<file path="src/rtl/demux_pkg.sv">
// Shared types and defaults for the serial-to-parallel slot demultiplexer.
package demux_pkg;

   typedef enum logic {
      IDLE  = 1'b0,
      SHIFT = 1'b1
   } state_e;

   localparam int N_DEFAULT     = 8;
   localparam int SEL_W_DEFAULT = 3;

   // Ceiling log2, used to confirm that the slot counter width matches the lane count.
   function automatic int clog2(input int v);
      int r;
      r = 0;
      while ((1 << r) < v) begin
         r = r + 1;
      end
      return r;
   endfunction

endpackage : demux_pkg

</file>
<file path="src/rtl/demux_1to8_seq_slot_counter.sv">
// Slot index counter: the receive-side equivalent of the transmitter's mux select.
module slot_counter
   import demux_pkg::*;
#(
   parameter int N     = N_DEFAULT,
   parameter int SEL_W = SEL_W_DEFAULT
) (
   input  logic             clk,
   input  logic             rst,
   input  logic             clr_i,
   input  logic             load1_i,
   input  logic             inc_i,
   output logic [SEL_W-1:0] cnt_o,
   output logic             tc_o
);

   localparam logic [SEL_W-1:0] LAST = SEL_W'(N - 1);

   logic [SEL_W-1:0] cnt_q;
   logic [SEL_W-1:0] cnt_d;

   // Clear wins over load, load wins over increment; otherwise hold.
   always_comb begin
      cnt_d = cnt_q;
      if (clr_i) begin
         cnt_d = '0;
      end else if (load1_i) begin
         cnt_d = SEL_W'(1);
      end else if (inc_i) begin
         cnt_d = cnt_q + SEL_W'(1);
      end
   end

   // Counter register with synchronous reset to slot 0.
   always_ff @(posedge clk) begin
      if (rst) begin
         cnt_q <= '0;
      end else begin
         cnt_q <= cnt_d;
      end
   end

   assign cnt_o = cnt_q;
   assign tc_o  = (cnt_q == LAST);

endmodule : slot_counter

</file>
<file path="src/rtl/demux_1to8_seq.sv">
// Serial-to-parallel time-division demultiplexer: steers one bit per valid cycle
// into lane[slot] of a staging word and presents completed words on a valid/ready port.
module demux_1to8_seq
   import demux_pkg::*;
#(
   parameter int N     = N_DEFAULT,
   parameter int SEL_W = SEL_W_DEFAULT
) (
   input  logic             clk,
   input  logic             rst,
   input  logic             din,
   input  logic             din_valid,
   input  logic             frame_start,
   output logic [N-1:0]     out_data,
   output logic             out_valid,
   input  logic             out_ready,
   output logic [SEL_W-1:0] slot,
   output logic             busy,
   output logic             frame_err,
   output logic             overrun
);

   if ((N < 2) || ((N & (N - 1)) != 0) || (SEL_W != clog2(N))) begin : g_param_check
      $error("demux_1to8_seq: N must be a power of two >= 2 and SEL_W must equal log2(N)");
   end

   state_e           state_q;
   logic [N-1:0]     staging_q;
   logic [N-1:0]     out_data_q;
   logic             out_valid_q;
   logic             frame_err_q;
   logic             overrun_q;

   logic [SEL_W-1:0] slot_q;
   logic             slot_tc;

   logic             accept_start;
   logic             accept_bit;
   logic             word_done;
   logic             cnt_clr;
   logic             cnt_load1;
   logic             cnt_inc;
   logic [N-1:0]     word_d;
   logic [N-1:0]     start_word_d;
   logic             frame_err_d;
   logic             overrun_d;
   logic             load_out_d;

   // Decode this cycle's accept: a frame_start (fresh frame or resync) or a data bit mid-frame.
   always_comb begin
      accept_start = din_valid && frame_start;
      accept_bit   = din_valid && !frame_start && (state_q == SHIFT);
      word_done    = accept_bit && slot_tc;
      cnt_clr      = word_done;
      cnt_load1    = accept_start;
      cnt_inc      = accept_bit && !slot_tc;
      word_d       = {din, staging_q[N-2:0]};
      start_word_d = {{(N-1){1'b0}}, din};
      frame_err_d  = accept_start && (state_q == SHIFT);
      overrun_d    = word_done && out_valid_q && !out_ready;
      load_out_d   = word_done && (!out_valid_q || out_ready);
   end

   slot_counter #(
      .N     (N),
      .SEL_W (SEL_W)
   ) u_slot_counter (
      .clk     (clk),
      .rst     (rst),
      .clr_i   (cnt_clr),
      .load1_i (cnt_load1),
      .inc_i   (cnt_inc),
      .cnt_o   (slot_q),
      .tc_o    (slot_tc)
   );

   // Frame FSM, staging word, output holding register and status pulses.
   always_ff @(posedge clk) begin
      if (rst) begin
         state_q     <= IDLE;
         staging_q   <= '0;
         out_data_q  <= '0;
         out_valid_q <= 1'b0;
         frame_err_q <= 1'b0;
         overrun_q   <= 1'b0;
      end else begin
         frame_err_q <= frame_err_d;
         overrun_q   <= overrun_d;

         case (state_q)
            IDLE: begin
               // Bits without frame_start are dropped while hunting for sync.
               if (accept_start) begin
                  staging_q <= start_word_d;
                  state_q   <= SHIFT;
               end
            end
            SHIFT: begin
               if (accept_start) begin
                  // Early frame_start: discard the partial word and restart at slot 0.
                  staging_q <= start_word_d;
               end else if (accept_bit) begin
                  if (slot_tc) begin
                     staging_q <= '0;
                     state_q   <= IDLE;
                  end else begin
                     staging_q[slot_q] <= din;
                  end
               end
            end
            default: begin
               state_q <= IDLE;
            end
         endcase

         // A finished word is taken only if the holding register is empty or draining now.
         if (load_out_d) begin
            out_data_q  <= word_d;
            out_valid_q <= 1'b1;
         end else if (out_valid_q && out_ready) begin
            out_valid_q <= 1'b0;
         end
      end
   end

   assign out_data  = out_data_q;
   assign out_valid = out_valid_q;
   assign slot      = slot_q;
   assign busy      = (state_q == SHIFT);
   assign frame_err = frame_err_q;
   assign overrun   = overrun_q;

endmodule : demux_1to8_seq

</file>
<file path="config.mk">
export PLATFORM = sky130hd
export DESIGN_NAME = demux_1to8_seq
export DESIGN_NICKNAME = d
export VERILOG_FILES = /design/src/rtl/demux_pkg.sv /design/src/rtl/demux_1to8_seq_slot_counter.sv /design/src/rtl/demux_1to8_seq.sv
export SDC_FILE = /design/constraint.sdc
export NUM_CORES = 1
export LEC_CHECK = 0
export ABC_AREA = 1
export BUFFER_PORTS_ARGS = -buffer_cell sky130_fd_sc_hd__buf_2
export CAP_MARGIN = 5
export CORE_ASPECT_RATIO = 1.1
export CORE_MARGIN = 5
export CORE_UTILIZATION = 47
export DETAILED_ROUTE_END_ITERATION = 8
export PLACE_DENSITY = 0.7
export SETUP_SLACK_MARGIN = 0.05
export SYNTH_ARGS = -nofsm -noshare
export SYNTH_HDL_FRONTEND = slang
export SYNTH_SLANG_ARGS = --single-unit
</file>
<file path="constraint.sdc">
create_clock -name clk -period 1.61 [get_ports clk]
set_clock_uncertainty 0.2 [all_clocks]
set_input_delay 0.0805 -clock clk [delete_from_list [all_inputs] [get_ports clk]]
set_output_delay 0.0805 -clock clk [all_outputs]
set_load 0.005 [all_outputs]
</file>
### Yosys cells after proc, flatten, opt, wreduce, memory -nomap -nowiden

Index checks and enable logic that the tools add are counted.

* register bits: 23
* latch bits: 0
* bits in writable memories: 0
* memory bits (read-only): 0
* word-level logic and storage cells: 53
* memories kept: 0

* add/subtract/negate cells: 1
* multiply operators: 0
* divide/modulo/power cells: 0
* $lt $le $gt $ge: 2
* eq/ne operators: 3
* shift operators: 0
* muxes and demuxes: 17
* bitwise gates (word level): 1
* reduce and logical (&&, ||, !) cells: 21

Operators with widths (number)
* $mux 8: 4
* $pmux 8 s2: 1
* $logic_and 1x1->1: 11
* $mux 1: 9
* $bwmux 8: 1
* $logic_not 1->1: 4
* $lt 3x4->1 const B: 1
* $reduce_bool 2->1: 2
* $add 3x1->3 const B: 1
* $demux 1 s3: 1
* $eq 3x3->1 const B: 1
* $ge 3x1->1 const B: 1
* $ne 3x1->1 const B: 1
* $reduce_or 3->1: 1
* $ne 2x2->1 const B: 1
* $pmux 1 s2: 1
* $reduce_and 2->1: 1
* $reduce_or 2->1: 1
* $logic_or 1x1->1: 1
* $not 1->1: 1

### Logic depth before layout (Yosys ltp)

* depth after elaboration: 9
* mapped depth: 9

### Cells and area by module

Synthesis repeated with hierarchy kept, for this count alone.

* cell total of the unflattened synthesis: 158
* area, all modules: 1033.5 um^2

By module, submodules not included
* demux_1to8_seq: times used 1, cells each 137, area an instance 882.1 um^2, seq. area each 380.4 um^2
* slot_counter: times used 1, cells each 21, area an instance 151.4 um^2, seq. area each 60.1 um^2

### Least setup slack after synthesis

OpenSTA, ideal clock, no wires.

* kind: flip-flop to flip-flop
* start point: register u_slot_counter.cnt_q[0], in the netlist u_slot_counter.cnt_o[0]
* end point: register staging_q[0]
* data arrival time: 1296 ps
* setup slack: 4 ps
* stages on the path, launching flop included: 10
* path buffers: 0
* cells stage by stage: dfxtp_1 -> ha_1 -> ha_1 -> inv_1 -> nand3_1 -> nand2_2 -> nand2_1 -> nand2_1 -> inv_1 -> nor2_1

* longest elaborated chain between the ends: 9
* elaborated cells between the ends (all ways): 11

Ends and longest elaborated chain
* start, declared: RTL line demux_1to8_seq_slot_counter.sv:19 `logic [SEL_W-1:0] cnt_q;`
* start signal, assigned: RTL line demux_1to8_seq_slot_counter.sv:39 `cnt_q <= cnt_d;`
* $lt 3x4->1 (implied by the code) or $ge 3x1->1 (tied branches): RTL line demux_1to8_seq.sv:107 `staging_q[slot_q] <= din;`
* $logic_and 1x1->1 (implied by the code): RTL line demux_1to8_seq.sv:107
* $mux 1 (implied by the code): RTL line demux_1to8_seq.sv:107
* $demux 1 s3: RTL line demux_1to8_seq.sv:107
* $bwmux 8: RTL line demux_1to8_seq.sv:107
* $mux 8 (*): RTL line demux_1to8_seq.sv:103 `if (slot_tc) begin`
* $mux 8 (*): RTL line demux_1to8_seq.sv:102 `end else if (accept_bit) begin`
* $mux 8 (*): RTL line demux_1to8_seq.sv:99 `if (accept_start) begin`
* $pmux 8 s2 (*): RTL line demux_1to8_seq.sv:90 `case (state_q)`
* end signal, assigned: RTL line demux_1to8_seq.sv:94 `staging_q <= start_word_d;`
* end signal, assigned: RTL line demux_1to8_seq.sv:101 `staging_q <= start_word_d;`
* end signal, assigned by index: RTL line demux_1to8_seq.sv:107
* end, declared: RTL line demux_1to8_seq.sv:28 `logic [N-1:0] staging_q;`

Mark *: on every way between the ends. The rest lies on a longest branch, timed or not. The select of a mux whose other input is x is not followed.
A chain may end at the register's enable or synchronous reset.

### Worst setup path in the final report

Ends and elaborated chain as after synthesis.

==> metrics.csv <==
stage;metric;value;unit
placed_design;Final HPWL DP;1.54;mm
die;IO Pins;21;
final_layout;fin cells;199;
yosys;Synth cell types;19;
critical_path;crit-path cells;ha_4 > ha_4 > buf_12 > nor2_2 > nand2_1 > nand2_1 > nand2_1 > nand2_1 > inv_1 > nor2_1;
yosys;ranking of synthesized cells by area;dfxtp_1, nor2_1, nand2_1;
power_and_ir_drop;leakage power;0.600;nW
timing;Setup TNS;0;ps
final_layout;Final Cell Area;1300;sq um
timing;relative slew slack;72.1;%
critical_path;reg2reg start;u_slot_counter.cnt_o[0]$_SDFFE_PP0P_;
cts;CTS tree;built;
drt;DR WL/cell;11.4;um
global_routing;initial antenna violation count;0;
critical_path;Worst setup SP type;flop;
timing;Max Freq;655;MHz
placed_design;GP Congestion;0.811;
run;Max-Cap Viols;0;
timing;RSZ-0062 raised after global routing;false;
global_routing;GRT overflow;0;
critical_path;Slowest-stage cell, CP;dfxtp_2;
cts;CTS H-tree lvls;1;
critical_path;Setup CP Type;flop to flop;
final_layout;nets@finish;180;
power_and_ir_drop;VDD IR max;0.512;mV
power_and_ir_drop;clock network power share;31.3;%
critical_path;CP max stage delay;360;ps
global_routing;Tot GR Track Use;14.9;%
run_status;status;finished clean;
drt;First-pass DRT Iterations;4;
hold_path;worst hold path cell count;4;
cts;CTS Buf Count;3;
cts;maximum buffer depth of the clock tree;2;
timing;final setup fails;0;
cts;CTS root buf;clkbuf_4;
drt;final WL;2.27;mm
timing;final period utilization;94.9;%
timing;minimum clock period;1530;ps
drt;DR vias;956;
die;chip width;53.6;um
yosys;top cell type by total area after synthesis;dfxtp_1;
final_layout;antenna cells;0;
critical_path;WP data arrival;1590;ps
power_and_ir_drop;pwr dens;749;nW/um^2
global_routing;vias in the first global route;887;
drt;initial drt markers;17;
yosys;syn nets;146;
power_and_ir_drop;Power Internal;735;uW
drt;vias per cell;4.80;
cts;CTS Sinks;22;
critical_path;Worst Path Required;1670;ps
final_layout;Syn-to-layout area delta;32.0;%
critical_path;Worst R2R Setup Slack;80;ps
placed_design;Post-DP Area;1140;sq um
final_layout;commonest non-fill, non-tap cell in the layout;nor2_1;
final_layout;commonest non-fill, non-tap cells in the layout;nor2_1, nand2_1, dfxtp_1, buf_2, inv_1;
die;Die Footprint;3110;sq um
die;Core Box Area;2000;sq um
hold_path;Hold Crit Endpoint;u_slot_counter.cnt_o[1]$_SDFFE_PP0P_;
final_layout;# fillers;197;
yosys;sequential area share after synthesis;44.7;%
global_routing;first-pass GRT wire length;3.52;mm
global_routing;largest net degree at the start of global routing;17;
power_and_ir_drop;Comb pwr share;11.1;%
power_and_ir_drop;Net Sw Frac;24.5;%
final_layout;Core Util, Final;65.0;%
timing;Final Hold Fails;0;
die;Die Height;58.0;um
timing;Worst-Margin Slew;418;ps
critical_path;critical path peak fanout;3;
power_and_ir_drop;sw power;239;uW
hold_path;Hold Crit Start;frame_start;
yosys;mapped cell area;985;sq um
timing;Slew Limit Fails;0;
placed_design;Port Buf Inserts;20;
drt;Routed Antenna Nets;0;
critical_path;r2r worst-path depth;10;
die;Initial Utilization;49.2;%
power_and_ir_drop;Pwr Total;974;uW
critical_path;Setup crit end kind;flop;
yosys;cells after synthesis;138;
hold_path;Hold WC Path Type;input pin to flop;
final_layout;share of cells above drive strength 1;25.7;%
power_and_ir_drop;Reg power frac;57.5;%
critical_path;FF-to-FF End;staging_q[0]$_SDFFE_PP0P_;
yosys;Ys Warns;0;
placed_design;placed cell count;188;
cts;Skew-Pair Late Insertion Delay;310;ps
cts;Reg clk slew, reported paths;120;ps
die;row cnt;17;
yosys;syn_area_per_cell;7.14;sq um
drt;DRC;0;
critical_path;Most common cell on crit path;nand2_1;
yosys;top cell type's share of synthesized area;44.7;%
yosys;FF+latch count, synth;22;
==> cell usage after synthesis <==
library cell	number
a21oi_1	8
nand3_1	8
nand2_1	27
nor2_4	1
clkinv_4	1
ha_1	2
inv_1	14
clkbuf_1	1
nand2_2	4
nor2_1	31
clkinv_1	1
o21bai_1	1
nand3_4	1
dfxtp_1	22
nand4_1	2
o21ai_0	10
nor3_1	2
nand3b_1	1
nand2_4	1
==> cell families after synthesis <==
group | Yosys count | synth area share, %
AOI/OAI and AO/OA | 19 | 9.91
buffers and inverters | 17 | 6.99
adders and majority gates | 2 | 2.54
and+or+nand+nor | 78 | 35.8
DFF | 22 | 44.7
==> routing by layer <==
layer | GRT usage [%] | up-vias | part of all wire (%)
met4 | 5.47 | 0 | 2.5
met3 | 2.31 | 7 | 3.9
li1 | - | 504 | -
met1 | 17.6 | 424 | 43
met2 | 26.3 | 21 | 51
met5 | 0 | - | 0
==> worst max-delay path: cells and delay by family (launching register included) <==
family	cells	cell delay, ps
buffers and inverters	2	150
adder cells (fa/ha/maj)	2	330
flip-flops	1	360
AND/OR/NAND/NOR	6	430
==> state kept, by name, indices dropped and copies added (netlist names) <==
| name | cells |
|---|---|
| u_slot_counter.cnt_o | 3 |
| frame_err | 1 |
| out_data | 8 |
| out_valid | 1 |
| busy | 1 |
| overrun | 1 |
| staging_q | 7 |
==> worst max-delay path by stage <==
stage	cells past startpoint	to	startpoint	slack [ps]
after floorplan	9	staging_q[0]$_SDFFE_PP0P_	u_slot_counter.cnt_o[1]$_SDFFE_PP0P_	60
after global placement	9	staging_q[3]$_SDFFE_PP0P_	u_slot_counter.cnt_o[0]$_SDFFE_PP0P_	80
after detailed placement	9	staging_q[3]$_SDFFE_PP0P_	u_slot_counter.cnt_o[0]$_SDFFE_PP0P_	30
after CTS	5	busy$_SDFF_PP0_	din_valid	60
after global routing	10	staging_q[0]$_SDFFE_PP0P_	u_slot_counter.cnt_o[0]$_SDFFE_PP0P_	30
final	10	staging_q[0]$_SDFFE_PP0P_	u_slot_counter.cnt_o[0]$_SDFFE_PP0P_	80
==> per-stage QoR <==
step / setup slack (ps) / hold WS, ps
after floorplan: 60.2 / -50.4
after global placement: 76.9 / 113
after detailed placement: 33.1 / 116
after CTS: 56.5 / -13.1
after global routing: 33.3 / 29.6
final: 82.3 / 6.62
==> power groups by stage <==
stage                     Combinational [mW]  Clock (mW)  Sequential (mW)
final                                  0.109       0.305            0.560
after global routing                   0.120       0.334            0.562
after CTS                              0.100       0.311            0.559
after detailed placement              0.0887           0            0.571
after global placement                0.0872           0            0.571
after floorplan                       0.0564           0            0.573
==> timing repair <==
action,in CTS,in global routing
pin swaps,1,3
resized for setup,3,9
setup buffers,0,1
setup endpoints to repair,6,9
endpoints found under the hold margin,8,0
hold buffers,6,0
==> cell type report <==
| type | count | area [sq um] | share of cell area, % |
|---|---|---|---|
| multi-input combinational | 99 | 513 | 39.5 |
| sequential | 22 | 443 | 34.1 |
| timing repair buffer | 30 | 205 | 15.8 |
| inverter | 16 | 67.6 | 5.20 |
| clock buffer | 4 | 36.3 | 2.79 |
| tap | 28 | 35.0 | 2.69 |
No activity file was read; power rests on OpenSTA's default activity.
